### config.mk
export PLATFORM = sky130hd
export DESIGN_NAME = jtag_tap
export DESIGN_NICKNAME = d
export VERILOG_FILES = /design/src/rtl/jtag_tap.sv
export SDC_FILE = /design/constraint.sdc
export NUM_CORES = 1
export LEC_CHECK = 0
export CAP_MARGIN = 10
export CORE_MARGIN = 3
export CORE_UTILIZATION = 51
export DETAILED_ROUTE_END_ITERATION = 8
export HOLD_SLACK_MARGIN = 0.02
export PLACE_DENSITY_LB_ADDON = 0.3
export SLEW_MARGIN = 20
export SYNTH_ARGS = -nofsm -noshare
export SYNTH_HDL_FRONTEND = slang
export SYNTH_SLANG_ARGS = --single-unit
### constraint.sdc
create_clock -name jtag_clk -period 2.1 [get_ports jtag_clk]
set_input_delay 0.21 -clock jtag_clk [delete_from_list [all_inputs] [get_ports jtag_clk]]
set_output_delay 0.21 -clock jtag_clk [all_outputs]
set_load 0.05 [all_outputs]
### src/rtl/jtag_tap.sv
// JTAG debug-port front end: oversamples the raw TCK/TDI/TMS pins on the system
// clock, runs the 16-state TAP controller and the IR/IDCODE/DATA/BYPASS registers.
module jtag_tap #(
   parameter int                  DR_WIDTH = 16,
   parameter logic [DR_WIDTH-1:0] IDCODE   = 16'h52C5
) (
   input  logic                jtag_clk,
   input  logic                jtag_rst,
   input  logic                jtag_tck,
   input  logic                jtag_tdi,
   input  logic                jtag_tms,
   output logic                jtag_tdo,
   output logic                jtag_tdoEn,
   input  logic [DR_WIDTH-1:0] jtag_capWord,
   output logic [DR_WIDTH-1:0] jtag_cmdWord,
   output logic                jtag_cmdValid,
   output logic                jtag_tlr,
   output logic [3:0]          jtag_state
);

   typedef enum logic [3:0] {
      TLR    = 4'd0,  RTI    = 4'd1,
      SEL_DR = 4'd2,  CAP_DR = 4'd3,  SH_DR  = 4'd4,  EX1_DR = 4'd5,
      PAU_DR = 4'd6,  EX2_DR = 4'd7,  UPD_DR = 4'd8,
      SEL_IR = 4'd9,  CAP_IR = 4'd10, SH_IR  = 4'd11, EX1_IR = 4'd12,
      PAU_IR = 4'd13, EX2_IR = 4'd14, UPD_IR = 4'd15
   } tap_state_t;

   typedef enum logic [1:0] {SEL_IDCODE, SEL_DATA, SEL_BYPASS} dr_sel_t;

   localparam logic [3:0] IR_IDCODE  = 4'b0001;
   localparam logic [3:0] IR_DATA    = 4'b0010;
   localparam logic [3:0] IR_BYPASS  = 4'b1111;
   localparam logic [3:0] IR_CAPTURE = 4'b0101;

   logic tck_s1, tck_s2, tck_s3;
   logic tdi_s1, tdi_s2;
   logic tms_s1, tms_s2;
   logic tck_rise, tck_fall;

   tap_state_t state, state_nxt;
   dr_sel_t    dr_sel;

   logic [3:0]          ir, ir_sh;
   logic [DR_WIDTH-1:0] dr_sh;
   logic                byp;
   logic                tdo;
   logic [DR_WIDTH-1:0] cmd_word;
   logic                cmd_valid;

   // Two flops per pin for metastability; the third TCK flop gives the edge detect.
   always_ff @(posedge jtag_clk) begin
      if (jtag_rst) begin
         tck_s1 <= 1'b0; tck_s2 <= 1'b0; tck_s3 <= 1'b0;
         tdi_s1 <= 1'b0; tdi_s2 <= 1'b0;
         tms_s1 <= 1'b0; tms_s2 <= 1'b0;
      end else begin
         tck_s1 <= jtag_tck; tck_s2 <= tck_s1; tck_s3 <= tck_s2;
         tdi_s1 <= jtag_tdi; tdi_s2 <= tdi_s1;
         tms_s1 <= jtag_tms; tms_s2 <= tms_s1;
      end
   end

   assign tck_rise = tck_s2 & ~tck_s3;
   assign tck_fall = ~tck_s2 & tck_s3;

   always_ff @(posedge jtag_clk) begin
      if (jtag_rst)      state <= TLR;
      else if (tck_rise) state <= state_nxt;
   end

   // NOTE: defaults first so every path assigns state_nxt and no latch is inferred.
   always_comb begin
      state_nxt = state;
      unique case (state)
         TLR:    state_nxt = tms_s2 ? TLR    : RTI;
         RTI:    state_nxt = tms_s2 ? SEL_DR : RTI;
         SEL_DR: state_nxt = tms_s2 ? SEL_IR : CAP_DR;
         CAP_DR: state_nxt = tms_s2 ? EX1_DR : SH_DR;
         SH_DR:  state_nxt = tms_s2 ? EX1_DR : SH_DR;
         EX1_DR: state_nxt = tms_s2 ? UPD_DR : PAU_DR;
         PAU_DR: state_nxt = tms_s2 ? EX2_DR : PAU_DR;
         EX2_DR: state_nxt = tms_s2 ? UPD_DR : SH_DR;
         UPD_DR: state_nxt = tms_s2 ? SEL_DR : RTI;
         SEL_IR: state_nxt = tms_s2 ? TLR    : CAP_IR;
         CAP_IR: state_nxt = tms_s2 ? EX1_IR : SH_IR;
         SH_IR:  state_nxt = tms_s2 ? EX1_IR : SH_IR;
         EX1_IR: state_nxt = tms_s2 ? UPD_IR : PAU_IR;
         PAU_IR: state_nxt = tms_s2 ? EX2_IR : PAU_IR;
         EX2_IR: state_nxt = tms_s2 ? UPD_IR : SH_IR;
         UPD_IR: state_nxt = tms_s2 ? SEL_DR : RTI;
         default: state_nxt = TLR;
      endcase
   end

   always_comb begin
      dr_sel = SEL_BYPASS;
      case (ir)
         IR_IDCODE: dr_sel = SEL_IDCODE;
         IR_DATA:   dr_sel = SEL_DATA;
         IR_BYPASS: dr_sel = SEL_BYPASS;
         default:   dr_sel = SEL_BYPASS;
      endcase
   end

   // Capture and update act on the rise that enters the state; shifting acts on
   // every rise taken while sitting in a shift state.
   always_ff @(posedge jtag_clk) begin
      if (jtag_rst) begin
         ir        <= IR_IDCODE;
         ir_sh     <= '0;
         dr_sh     <= '0;
         byp       <= 1'b0;
         tdo       <= 1'b0;
         cmd_word  <= '0;
         cmd_valid <= 1'b0;
      end else begin
         cmd_valid <= 1'b0;
         if (tck_rise) begin
            if (state_nxt == CAP_IR) ir_sh <= IR_CAPTURE;
            if (state == SH_IR)      ir_sh <= {tdi_s2, ir_sh[3:1]};
            if (state_nxt == UPD_IR) ir <= ir_sh;
            if (state_nxt == TLR)    ir <= IR_IDCODE;

            if (state_nxt == CAP_DR) begin
               case (dr_sel)
                  SEL_IDCODE: dr_sh <= IDCODE;
                  SEL_DATA:   dr_sh <= jtag_capWord;
                  default:    byp   <= 1'b0;
               endcase
            end
            if (state == SH_DR) begin
               if (dr_sel == SEL_BYPASS) byp   <= tdi_s2;
               else                      dr_sh <= {tdi_s2, dr_sh[DR_WIDTH-1:1]};
            end
            if (state_nxt == UPD_DR && dr_sel == SEL_DATA) begin
               cmd_word  <= dr_sh;
               cmd_valid <= 1'b1;
            end
         end

         // TDO changes on the falling TCK so the host samples a stable bit on the rise.
         if (tck_fall) begin
            if (state == SH_IR)      tdo <= ir_sh[0];
            else if (state == SH_DR) tdo <= (dr_sel == SEL_BYPASS) ? byp : dr_sh[0];
            else                     tdo <= 1'b0;
         end
      end
   end

   assign jtag_tdo      = tdo;
   assign jtag_tdoEn    = (state == SH_DR) | (state == SH_IR);
   assign jtag_cmdWord  = cmd_word;
   assign jtag_cmdValid = cmd_valid;
   assign jtag_tlr      = (state == TLR);
   assign jtag_state    = state;

endmodule
# --- Yosys cells after proc, flatten, opt, wreduce, memory -nomap -nowiden ---
# Index checks and enable logic that the tools add are counted.
word_totals:
  reg_bits: 54
  input_bits: 21
  elab_cells: 88
op_classes:
  eq_ne: 23
  mux: 30
  bitwise_logic: 6
  n_reduce_logical: 14
op_table:
  columns: ["op", "n"]
  rows:
  - ["$mux 16", 3]
  - ["$pmux 4 s12", 1]
  - ["$eq 4x4->1 const B", 11]
  - ["$mux 4", 8]
  - ["$pmux 16 s2", 1]
  - ["$eq 4x2->1 const B", 4]
  - ["$eq 4x3->1 const B", 4]
  - ["$mux 1", 11]
  - ["$eq 4x1->1 const B", 2]
  - ["$logic_not 4->1", 2]
  - ["$reduce_or 2->1", 4]
  - ["$mux 2", 3]
  - ["$mux 3", 2]
  - ["$reduce_and 2->1", 3]
  - ["$pmux 2 s2", 1]
  - ["$reduce_bool 2->1", 2]
  - ["$not 1->1", 3]
  - ["$reduce_or 3->1", 1]
  - ["$and 1x1->1", 2]
  - ["$eq 2x1->1 const B", 1]
  - ["$eq 2x2->1 const B", 1]
  - ["$logic_not 2->1", 1]
  - ["$logic_and 1x1->1", 1]
  - ["$or 1x1->1", 1]

# --- Depth between registers and ports, before layout ---
# Gate-level depths: netlist of the first run.
logic_depth:
  ltp_word: 8
  depth_mapped: 7
  ltp_nobuf: 4

# --- Worst setup path after synthesis of the first run ---
# No wires, ideal clock.
synth_path:
  path_type: "reg-to-reg"
  from: "reg state[0], in the netlist jtag_state[0]"
  to: "reg ir[0]"
  setup_ps: 134
  t_arrival_ps: 3223
  required_ps: 1966
  slack_ps: -1257
  path_stages_with_launch: 6
  path_buffers: 2
  period_less_slack_ps: 3357
  cell_sequence: "dfxtp_1 > buf_2 > buf_1 > nor4_1 > o21bai_1 > mux2i_1"
synth_via:
  word_cells_on_any_way: 25
  cone_classes: "16 x eq/ne; 2 x mux; 7 x reduce/logical"
synth_lines:
  columns: ["element", "line_no", "text"]
  rows:
  - ["start: declaration", "41", "tap_state_t state, state_nxt;"]
  - ["start signal: assignment", "69", "else if (tck_rise) state <= state_nxt;"]
  - ["$logic_not 4->1 *", null, null]
  - ["named net jtag_tlr", "17", "output logic jtag_tlr,"]
  - ["$pmux 4 s12 *", "75", "unique case (state)"]
  - ["$eq 4x4->1 / $logic_not 4->1 (equally long branches)", "122, 123", null]
  - ["$reduce_bool 2->1 (no source line)", null, null]
  - ["$reduce_and 2->1 (no source line)", null, null]
  - ["end signal: assignment", "122", "if (state_nxt == UPD_IR) ir <= ir_sh;"]
  - ["end: declaration", "44", "logic [3:0] ir, ir_sh;"]
# The timed path passes the listed nets; every way through them passes the cells marked *.
# A chain may end at the register's enable or synchronous reset.

# --- Worst setup path after layout of the first run ---
layout_path:
  from: "reg state[2], in the netlist jtag_state[2]"
  to: "out jtag_tdoEn"
layout_via:
  elab_chain_len: 2
  word_cells_on_any_way: 3
  cone_classes: "2 x eq/ne; 1 x bitwise"
layout_lines:
  columns: ["element", "line_no", "text"]
  rows:
  - ["$eq 4x3->1 / $eq 4x4->1 (equally long branches)", "152", "assign jtag_tdoEn = (state == SH_DR) | (state == SH_IR);"]
  - ["$or 1x1->1 *", "152", null]
  - ["end: declaration", "13", "output logic jtag_tdoEn,"]
# Every way passes the cells marked *; elsewhere a longest branch is shown, timed or not.

==> results of run 1 <==
==> logic make-up (layout without fill, tap and decap cells) <==
group | count (synthesis) | in the layout | synth area share
AOI/OAI and AO/OA | 68 | 68 | 0.184
xor gates and xnor gates | 5 | 5 | 0.0170
buffers and inverters | 27 | 70 | 0.0470
DFF | 54 | 54 | 0.419
muxes | 21 | 21 | 0.0862
and+or+nand+nor | 109 | 109 | 0.247
==> routing by layer <==
metal	vias up	global-route usage	wire length, µm
li1	1122	-	-
met4	0	0.0747	114
met2	60	0.306	2710
met1	1081	0.301	2820
met3	11	0.0446	295
met5	-	0	0
==> path summary, 6_finish.rpt <==
kind / to / slack [ps] / cells past startpoint
min reg2reg: tms_s2 / 450 / 1
min: jtag_cmdWord[14] / 310 / 2
max: jtag_tdoEn / 150 / 5
max reg2reg: dr_sh[14] / 250 / 4
==> metrics by stage <==
| step | area [µm²] | util |
|---|---|---|
| 2_1_floorplan | 2610 | - |
| 3_3_place_gp | 3170 | 0.659 |
| 3_5_place_dp | 3170 | 0.659 |
| 4_1_cts | 3270 | 0.679 |
| 5_1_grt | 3270 | 0.679 |
| 6_report | 3270 | 0.679 |
==> layout by cell type (no fill, tap or decap), types with 3 or more instances in the layout <==
cell	count
sky130_fd_sc_hd__dfxtp_1	51
sky130_fd_sc_hd__nor2_1	44
sky130_fd_sc_hd__clkdlybuf4s50_1	40
sky130_fd_sc_hd__mux2i_1	20
sky130_fd_sc_hd__nor2b_1	14
sky130_fd_sc_hd__a21oi_1	14
sky130_fd_sc_hd__buf_4	13
sky130_fd_sc_hd__nand3b_1	10
sky130_fd_sc_hd__a221oi_1	9
sky130_fd_sc_hd__o31ai_1	9
sky130_fd_sc_hd__nand2_1	8
sky130_fd_sc_hd__o221ai_1	8
sky130_fd_sc_hd__a211oi_1	8
sky130_fd_sc_hd__nand2b_1	7
sky130_fd_sc_hd__o21ai_0	7
sky130_fd_sc_hd__clkbuf_8	6
sky130_fd_sc_hd__inv_1	4
sky130_fd_sc_hd__buf_12	4
sky130_fd_sc_hd__nor4_4	3
sky130_fd_sc_hd__xnor2_1	3
sky130_fd_sc_hd__nor3_1	3
sky130_fd_sc_hd__a31oi_1	3
sky130_fd_sc_hd__dfxtp_2	3
==> worst reg2reg max path, cell delays in order (launching register included) <==
cell	delay (ps)
sky130_fd_sc_hd__dfxtp_2	380
sky130_fd_sc_hd__or4b_4	540
sky130_fd_sc_hd__or3_1	500
sky130_fd_sc_hd__o221ai_1	210
sky130_fd_sc_hd__a211oi_1	100
==> final cells by class <==
class | instances | area [µm²] | share of cell area
multi-input cells | 203 | 1410 | 0.431
flip-flops and latches | 54 | 1080 | 0.332
repair buffers | 58 | 583 | 0.178
clock buffers | 7 | 86.3 | 0.0264
well taps | 67 | 83.8 | 0.0256
inverters | 4 | 15.0 | 0.00459
clock inverters | 1 | 8.76 | 0.00268
==> sequential cells by signal, summed over array words and instances (netlist names) <==
register       count
jtag_cmdWord      16
tdi_s2             1
tck_s1             1
tms_s1             1
tck_s2             1
dr_sh             16
jtag_cmdValid      1
tms_s2             1
ir                 4
jtag_tdo           1
tck_s3             1
ir_sh              4
jtag_state         4
byp                1
tdi_s1             1
==> power by group through the flow <==
stage | Combinational (W) | Clock [W] | Sequential (W)
after global routing | 0.000164 | 0.000673 | 0.00106
after detailed placement | 0.000151 | 0 | 0.00108
after CTS | 0.000152 | 0.000624 | 0.00105
final | 0.000152 | 0.000606 | 0.00105
after global placement | 0.000150 | 0 | 0.00108
after floorplan | 0.0000769 | 0 | 0.00108
==> synth_stat cells (3+ instances only) <==
master                     count  share of area
sky130_fd_sc_hd__dfxtp_1      54           0.42
sky130_fd_sc_hd__nor2_1       44          0.064
sky130_fd_sc_hd__mux2i_1      20          0.078
sky130_fd_sc_hd__a21oi_1      14          0.027
sky130_fd_sc_hd__clkbuf_1     14          0.020
sky130_fd_sc_hd__nor2b_1      14          0.034
sky130_fd_sc_hd__nand3b_1     10          0.029
sky130_fd_sc_hd__a221oi_1      9          0.031
sky130_fd_sc_hd__o31ai_1       9          0.026
sky130_fd_sc_hd__a211oi_1      8          0.023
sky130_fd_sc_hd__nand2_1       8          0.012
sky130_fd_sc_hd__o221ai_1      8          0.027
sky130_fd_sc_hd__nand2b_1      7          0.017
sky130_fd_sc_hd__o21ai_0       7          0.014
sky130_fd_sc_hd__inv_1         4         0.0058
sky130_fd_sc_hd__a31oi_1       3         0.0073
sky130_fd_sc_hd__buf_1         3         0.0044
sky130_fd_sc_hd__buf_2         3         0.0058
sky130_fd_sc_hd__nor3_1        3         0.0058
sky130_fd_sc_hd__xnor2_1       3          0.010
==> results list, run 1 <==
- Residual antenna-violating net count after detailed routing: 0
* Number of buffers added by the clock tree synthesis step: 5
- The internal portion of the total power is 0.00139 W.
* Source of the worst register-to-register timing path: jtag_state[2]
* GR Overflow Total: 0
- Overall routing resource usage: 0.209
- The design draws 0.00181 W.
* Antenna violations before repair: 0
- The repair_antennas step left the layout with diodes totalling 0.
- Synth Instances: 284
- In the synthesized netlist the dominant register cell turns out to be sky130_fd_sc_hd__dfxtp_1.
* HPWL after DPL: 4.21 mm
* Placed cells: 386
- Sequential cell fraction of total power: 0.581
- Setup violations remaining at the end of the flow were counted as 0.
- Leakage power: 1.11 nW
- Slowest stage delay, CP: 440 ps
* Number of fillers in the final layout: 405
* Hold-fix buffer count after cts: 0
- At the pin with the least slew margin, the transition time is 503 ps.
* Share of total power in the clock network: 0.335
- Measured along the x axis, the die boundary spans 77.2 µm.
- Headroom to the max-slew limit: 0.664
* Final #Nets: 347
* Number of clock sinks seen by CTS: 54
- The setup path with the least slack is of type reg -> out.
- 1st-iter DRT viols: 196
- In the finished design, the share of the clock period the worst path needs comes to 0.931.
- Sequential-to-total area share from yosys stat: 0.419
* Root cell of the clock tree: sky130_fd_sc_hd__clkbuf_8
- Switching share of power: 0.233
- Cell type of the slowest stage on the worst timing path: sky130_fd_sc_hd__dfxtp_2
- The most critical setup path has its startpoint at jtag_state[2].
* Worst slack, placed: 261 ps
* Total negative setup slack: 0 ps
* Summed instance area of the synthesized netlist: 0.00258 mm²
- After clock tree synthesis, the clock-pin slew on the worst setup and hold paths is 90 ps.
* CP Data Required Time: 1890 ps
- The worst hold path begins at jtag_rst.
- Most repeated library cell on the critical path: sky130_fd_sc_hd__buf_4
* Worst Path Arrival: 1740 ps
- Wire length of the first global-routing pass: 10.3 mm
- The via count of the first global-routing pass is 2146.
- Clock Latency Late Sink: 310 ps
* Maximum VDD drop: 0.337 mV
* Number of iterations in the first detailed-routing pass: 4
* CP bufs+invs: 3
- Effective utilization at floorplan: 0.536
- Average cell area after synthesis: 9.09 µm²
- The run finished with clean final reports.
- Wire length reported by the detailed router: 5.95 mm
- The worst hold path belongs to the class in -> reg.
- Average routed wire per standard cell: 15.1 µm
* Element type at the critical path end: primary output
- The area growth from synthesis to layout is 26.6%.
- The core region is 0.00482 mm².
* Total number of yosys warnings: 0
- Counting I/O delays and the setup requirement, the final critical path takes 1950 ps.
- Number of port buffers: 44
* Comb pwr share: 0.084
- The worst setup path is launched from a register.
- After synthesis the netlist holds a flip-flop and latch count of 54.
* DR DRC count: 0
- Syn Nets: 305
- Via-to-Cell Ratio: 5.77
* Number of placement rows: 25
- Max-cap viol count: 0
- Unrepaired setup endpoints after global routing: no
* Depth of the CTS H-tree: 2
- Largest net degree at the start of global routing: 35
- Ports: 45
- GP Congestion: 0.850
- Fmax achieved: 512 MHz
- Maximum fanout count along the critical path: 13
- The detailed router placed 2274 vias in this run.
- Hold Slack: 314 ps
* Cell family with most CP delay: buffers and inverters
- Power per unit of standard cell area: 554 mW/mm²
- After synthesis, the share of flip-flops with an asynchronous set or reset is 0.
- Excluding fillers, the count of instances in the completed layout stands at 394.
- Setup slack of the critical path after layout: 146 ps
- Clock Tree Buf Depth: 2
* Number of hold violations in the final report: 0
- The signal on the critical path passes through buf_4 > nor4b_4 > buf_4 > nand2b_1 > buf_12.
- Fraction of final layout cells with drive strength greater than 1: 0.116
- Post-CTS timing repair inserted 0 buffers for setup.
- Synthesis instantiated 50 different standard cells from the library.
- Number of enable flip-flop cells after synthesis: 0
- Die H: 77.2 µm
- Summed over all nets, the switching power comes to 0.000423 W.
- The die covers 0.00595 mm².
* Clock tree from TritonCTS: done
* Max-slew violation count: 0
* Clock Skews: 6.06 ps
- Post-CTS sizing: 0
Power figures use the tool's default switching activity.
==> run 2: changes to the inputs <==
--- a/config.mk
+++ b/config.mk
@@ -15,3 +15,4 @@
 export SYNTH_ARGS = -nofsm -noshare
 export SYNTH_HDL_FRONTEND = slang
 export SYNTH_SLANG_ARGS = --single-unit
+export TNS_END_PERCENT = 5
==> constraint.sdc (replaced) <==
create_clock -name jtag_clk -period 2.1 [get_ports jtag_clk]
set_input_delay 0.21 -clock jtag_clk [delete_from_list [all_inputs] [get_ports jtag_clk]]
set_output_delay 0.21 -clock jtag_clk [all_outputs]
set_load 0.01 [all_outputs]
==> run 2 against run 1 <==
  * Register-to-register slack got worse by 30 ps
  * Sequential power barely moved
  * Largest power group unchanged
  * Highest routed layer unchanged
  * First-iteration DRC count fell by 4.1%
  * Design area fell by 0.31%
  * Combinational power fell by 9%
  * Maximum frequency fell by 3.4%
  * Via count rose by 0.53%
  * Routed wire length rose by 3.1%
  * Non-clock buffer count rose by 4
  * Flip-flop and latch count did not move
  * Worst hold slack improved by 1.2 ps
  * Clock power rose by 18%
==> results list, run 2 (synthesis gave the netlist of run 1 again) <==
- Reg-to-reg critical path endpoint: dr_sh[7]
- Setup slack of the critical path after layout: 76.9 ps
- At the worst endpoint, the required time is 1890 ps.
- The worst hold path passes through 2 cells.
* Cell type of the slowest stage on the worst timing path: sky130_fd_sc_hd__clkdlybuf4s50_1
- Effective utilization at floorplan: 0.536
- Type of element launching the critical path: register
- In this run the critical register-to-register path is launched from jtag_state[3].
- Adding up every negative setup slack in the final design gives 0 ps.
* GP Congestion: 0.920
- The finished layout holds 397 standard cells, fillers aside.
* HPWL after DPL: 4.17 mm
* Largest net degree at the start of global routing: 30
* Max-slew violation count: 0
- Residual antenna-violating net count after detailed routing: 0
- The worst path needs 2020 ps of the cycle, external delays included.
- Number of failing setup endpoints in the final timing report: 0
* Final clock period utilization by the worst path: 0.963
- In this run the worst hold path is classified as in -> reg.
- In the global route stage, overall resource usage came out at 0.212.
* Post-layout power: 0.00190 W
- The detailed router finished its first iteration with 188 violations.
- Width of the die: 77.2 µm
- Fraction of final layout cells with drive strength greater than 1: 0.109
- Clock Tree Buf Depth: 2
- Critical hold path startpoint: jtag_rst
* Ports: 45
- Number of placement rows: 25
- GR Overflow Total: 0
- The die covers 0.00595 mm².
* Total cell area at the placement stage: 0.00312 mm²
* Reg2Reg Setup Slack: 220 ps
- Leading cell type in the layout, fill and taps excluded: sky130_fd_sc_hd__dfxtp_1
* Area added between synthesis and finish: 26.2%
* Worst slack, placed: 209 ps
* Clock Skews: 13.5 ps
- Wire length reported by the detailed router: 6.13 mm
- Run status: completed
* Clock tree from TritonCTS: done
- The first global-routing pass estimated 10.4 mm of wire.
- Kind of critical path: reg -> out
- After detailed routing, the average wire length per cell comes to 15.4 µm.
* Final #Nets: 351
- Leakage power: 1.11 nW
- Derived from the worst setup path, the maximum achievable clock frequency is 494 MHz.
* Clock transition at path regs: 100 ps
- The core region is 0.00482 mm².
- Placed cells: 388
- Routed via count: 2286
- Worst Hold End: ir_sh[0]
- Vias in the first global route: 2127
- Number of fillers in the final layout: 413
- DR DRC count: 0
- STA classifies the critical path endpoint as a primary output.
- R2r worst-path depth: 8
- Number of iterations in the first detailed-routing pass: 5
- For this design the ratio of total power to cell area is 584 mW/mm².
- Number of clock sinks seen by CTS: 54
* Cell family with most CP delay: buffers and inverters
* Number of antenna repair diodes: 0
- The floorplan step set the die height to 77.2 µm.
- For the worst-skew pair, the clock arrives at the later sink with an insertion delay of 310 ps.
* Depth of the CTS H-tree: 2
- For the pin with the worst max-slew slack, the measured transition is 551 ps.
- Data arrives at the worst endpoint at 1810 ps.
- Number of hold violations in the final report: 0
* Commonest cells after routing, fill and taps aside: sky130_fd_sc_hd__dfxtp_1, sky130_fd_sc_hd__nor2_1, sky130_fd_sc_hd__clkdlybuf4s50_1
- Headroom to the max-slew limit came out at 0.632.
* Number of port buffers: 44
* Slowest stage delay, CP: 530 ps
* Maximum fanout count along the critical path: 16
- Unrepaired setup endpoints after global routing: no
- The multi-input combinational cells in the finished layout cover a total of 0.00140 mm².
* Number of buffers added by the clock tree synthesis step: 5
- Maximum VDD drop: 0.372 mV
- Post-route cell area: 0.00326 mm²
* CP bufs+invs: 2
* Antenna violations before repair: 0
* Cell Chain, Critical Path: buf_4 > nor4b_4 > nand2b_1 > clkdlybuf4s50_1
- Using the TritonRoute via totals, the vias-per-cell ratio works out to 5.76.
* Max-cap viol count: 0
- Root cell of the clock tree: sky130_fd_sc_hd__clkbuf_8
* Register Area: 0.00108 mm²
-- run 2: cell count changes in the layout (fill, tap and decap cells not counted), moves of 2 or more --
cell	change
sky130_fd_sc_hd__buf_4	+5
sky130_fd_sc_hd__buf_12	-4
sky130_fd_sc_hd__clkdlybuf4s50_1	+3
sky130_fd_sc_hd__dfxtp_2	-2
sky130_fd_sc_hd__dfxtp_1	+2
-- run 2: power by group --
| part | total [W] | switching [W] | internal (W) | leakage (nW) |
|---|---|---|---|---|
| combinational | 0.000138 | 0.0000643 | 0.0000733 | 0.619 |
| clock | 0.000713 | 0.000332 | 0.000382 | 0.0573 |
| sequential | 0.00105 | 0.0000146 | 0.00104 | 0.438 |
| total | 0.00190 | 0.000410 | 0.00149 | 1.11 |
-- run 2: cell type report --
cell class                 instances  area share
multi-input combinational        203       0.428
sequential                        54       0.332
timing repair buffer              62       0.175
tap                               67      0.0257
clock buffer                       6      0.0253
clock inverter                     1     0.00921
inverter                           4     0.00461
-- run 2: what timing repair did --
action	in CTS	in global routing
setup buffers	1	1
setup endpoints to repair	1	2
resized for setup	0	2
pin swaps	0	0
hold buffers	0	0
-- run 2: worst register-to-register path, cell delays in order (launching register included) --
cell	delay [ps]
sky130_fd_sc_hd__dfxtp_1	330
sky130_fd_sc_hd__buf_4	200
sky130_fd_sc_hd__nor4b_4	310
sky130_fd_sc_hd__buf_4	160
sky130_fd_sc_hd__buf_4	120
sky130_fd_sc_hd__and3_1	150
sky130_fd_sc_hd__buf_4	200
sky130_fd_sc_hd__a21oi_1	100
sky130_fd_sc_hd__a211oi_1	230
-- run 2: layer usage --
| metal | wire [µm] | global-route usage |
|---|---|---|
| met5 | 0 | 0 |
| met3 | 409 | 0.0469 |
| met2 | 2750 | 0.310 |
| met4 | 95 | 0.0694 |
| met1 | 2880 | 0.308 |
-- run 2: worst max path at each step --
stage | from | endpoint | cells after the start
finish | jtag_state[3] | jtag_tdoEn | 4
global route | jtag_state[2] | jtag_tdoEn | 4
CTS | jtag_state[2] | jtag_tdoEn | 4
detailed placement | ir[3] | jtag_cmdWord[13] | 5
global placement | jtag_state[2] | jtag_tdoEn | 4
floorplan | jtag_state[0] | dr_sh[0] | 6
-- run 2: per-stage QoR --
stage,util,hold WS [ps]
3_5_place_dp,0.649,429
5_1_grt,0.677,324
4_1_cts,0.674,302
6_report,0.677,316
2_1_floorplan,-,338
3_3_place_gp,0.649,417
==> run 3: changes to the inputs <==
--- a/config.mk
+++ b/config.mk
@@ -11,6 +11,7 @@
 export DETAILED_ROUTE_END_ITERATION = 8
 export HOLD_SLACK_MARGIN = 0.02
 export PLACE_DENSITY_LB_ADDON = 0.3
+export SETUP_SLACK_MARGIN = 0.2
 export SLEW_MARGIN = 20
 export SYNTH_ARGS = -nofsm -noshare
 export SYNTH_HDL_FRONTEND = slang
==> run 3 against run 2 <==
  * Routed wire length up 1.6%
  * Sequential power about the same
  * Worst setup slack better by 74 ps
  * First-iteration DRC count up 50%
  * Power down 0.87%
  * Clock-buffer cell count unchanged
  * Cell count down 0.50%
  * Via count up 0.79%
  * Global-route usage up 0.18 points
  * Sequential share of layout area down 0.064 points
  * Die area unchanged
  * Flip-flop and latch count unchanged
  * Critical path type is now reg -> reg
  * Largest power group unchanged
==> results list, run 3 (synthesis gave the netlist of run 1 again) <==
- At the pin with the least slew margin, the transition time is 546 ps.
* Leakage power: 1.10 nW
* Average routed wire per standard cell: 15.8 µm
- CP bufs+invs: 0
- The congestion estimate from routability-driven global placement came to 0.847.
- Measured in cells, the most critical reg-to-reg path has a length of 4.
- Largest net degree at the start of global routing: 48
* Total negative setup slack: 0 ps
* Cell Chain, Critical Path: or4b_4 > or3_1 > o221ai_1 > a211oi_1
- Number of buffers added by the clock tree synthesis step: 5
- Run status: completed
- In this design, the stage delay of the slowest critical-path cell is 550 ps.
* Number of port buffers: 44
- In the final design database the tool counted 348 nets.
- Of the available clock period, the critical path in the final layout requires 0.928.
- In the global route stage, overall resource usage came out at 0.214.
- Clock tree from TritonCTS: done
- Wire length reported by the detailed router: 6.23 mm
* Fmax achieved: 513 MHz
* Worst Path Arrival: 2130 ps
- Residual antenna-violating net count after detailed routing: 0
* Timing startpoint of the critical path: jtag_state[0]
- The endpoint identified for the worst register-to-register timing path is dr_sh[2].
- Vias in the first global route: 2195
* CP Data Required Time: 2280 ps
- The critical path is of the reg -> reg type.
- Clock Tree Buf Depth: 2
* Routed via count: 2304
- Leading cell type in the layout, fill and taps excluded: sky130_fd_sc_hd__dfxtp_1
- The detailed router finished its first iteration with 282 violations.
- For this configuration, the core starts out at a cell density of 0.536.
- For the final database, setup skew stands at 11.6 ps.
* Element type at the critical path end: register
* Headroom to the max-slew limit: 0.633
- CTS built an H-tree with a depth of 2.
- The first global-routing pass estimated 10.5 mm of wire.
* Clock Latency Late Sink: 310 ps
- Setup slack on the worst reg-to-reg path comes out at 150 ps.
- Fraction of final layout cells with drive strength greater than 1: 0.0976
- The number of antenna diodes in the final layout is 0.
- In this run the critical register-to-register path is launched from jtag_state[0].
- Fin crit period: 1950 ps
* Root cell of the clock tree: sky130_fd_sc_hd__clkbuf_8
* Number of hold violations in the final report: 0
- The slowest stage of the critical path belongs to the cell sky130_fd_sc_hd__or4b_4.
- For this design, the sink count on the clock tree is 54.
* Ports: 45
- Commonest cells after routing, fill and taps aside: sky130_fd_sc_hd__dfxtp_1, sky130_fd_sc_hd__nor2_1, sky130_fd_sc_hd__clkdlybuf4s50_1
- Cell family with most CP delay: simple AND/OR/NAND/NOR gates
- The critical path ends at dr_sh[2].
* Die H: 77.2 µm
* DR DRC count: 0
- Dividing the detail-routed via count by the number of cells gives 5.83.
- Clock transition at path regs: 100 ps
* Maximum VDD drop: 0.545 mV
- Setup repair after global routing could not meet its margin everywhere.
* Class of the tightest hold or removal check: reg -> reg
* Total stage count of the critical path: 4
- Area added between synthesis and finish: 26.3%
- Total core area: 0.00482 mm²
- The initialized floorplan defines 25 standard-cell rows.
* Maximum fanout count along the critical path: 7
- The floorplan step defined a die boundary enclosing 0.00595 mm².
- In this run the power density over the cells is 579 mW/mm².
- Type of element launching the critical path: register
- For this run the aggregate overflow at the end of global routing stands at 0.
- Antenna violations before repair: 0
- Hold Slack: 440 ps
* Max-slew violation count: 0
- Number of failing setup endpoints in the final timing report: 0
* Number of iterations in the first detailed-routing pass: 5
- Width of the die: 77.2 µm
- Max-cap viol count: 0
- HPWL after DPL: 4.18 mm
## run 3: final cells by class
cell class | count | area (µm²)
Multi-Input combinational cell | 203 | 1400
Inverter | 4 | 15.0
Clock inverter | 2 | 37.5
Timing Repair Buffer | 59 | 571
Tap cell | 67 | 83.8
Clock buffer | 6 | 72.6
Fill cell | 417 | 1560
Sequential cell | 54 | 1080
## run 3: per-layer routing
layer  track usage  routed length, µm
met1         0.292               2880
met2         0.345               2890
met3        0.0458                376
met4        0.0534                 87
met5             0                  0
## run 3: worst min path at each step
stage / from / endpoint / slack (ps) / depth (start not counted)
5_1_grt: jtag_tck / tck_s1 / 450 / 2
4_1_cts: tms_s1 / tms_s2 / 440 / 1
2_1_floorplan: jtag_tck / tck_s1 / 340 / 1
6_report: tms_s1 / tms_s2 / 440 / 1
3_3_place_gp: tdi_s1 / tdi_s2 / 420 / 1
3_5_place_dp: tms_s1 / tms_s2 / 420 / 1
## run 3: timing repair
| action | in CTS | in global routing |
|---|---|---|
| setup buffers | 1 | 0 |
| endpoints found under the setup margin | 6 | 31 |
| hold buffers | 0 | 0 |
| gates resized for setup | 2 | 3 |
| hold endpoints to repair | 0 | 0 |
| cloned | 0 | 0 |
## run 3: report_power, final
part           internal, W  switching [W]
combinational    0.0000732      0.0000636
sequential         0.00104      0.0000156
clock             0.000356       0.000341
## run 3: metrics by stage
step                power (W)  setup slack (ps)  std cells   util  area (µm²)
detailed placement    0.00121               171        386  0.649        3130
finish                0.00189               151        395  0.677        3260
CTS                   0.00190              53.2        395  0.674        3250
global placement      0.00121               227        386  0.649        3130
global route          0.00195              45.4        395  0.677        3260
floorplan             0.00114               212        284      -        2580
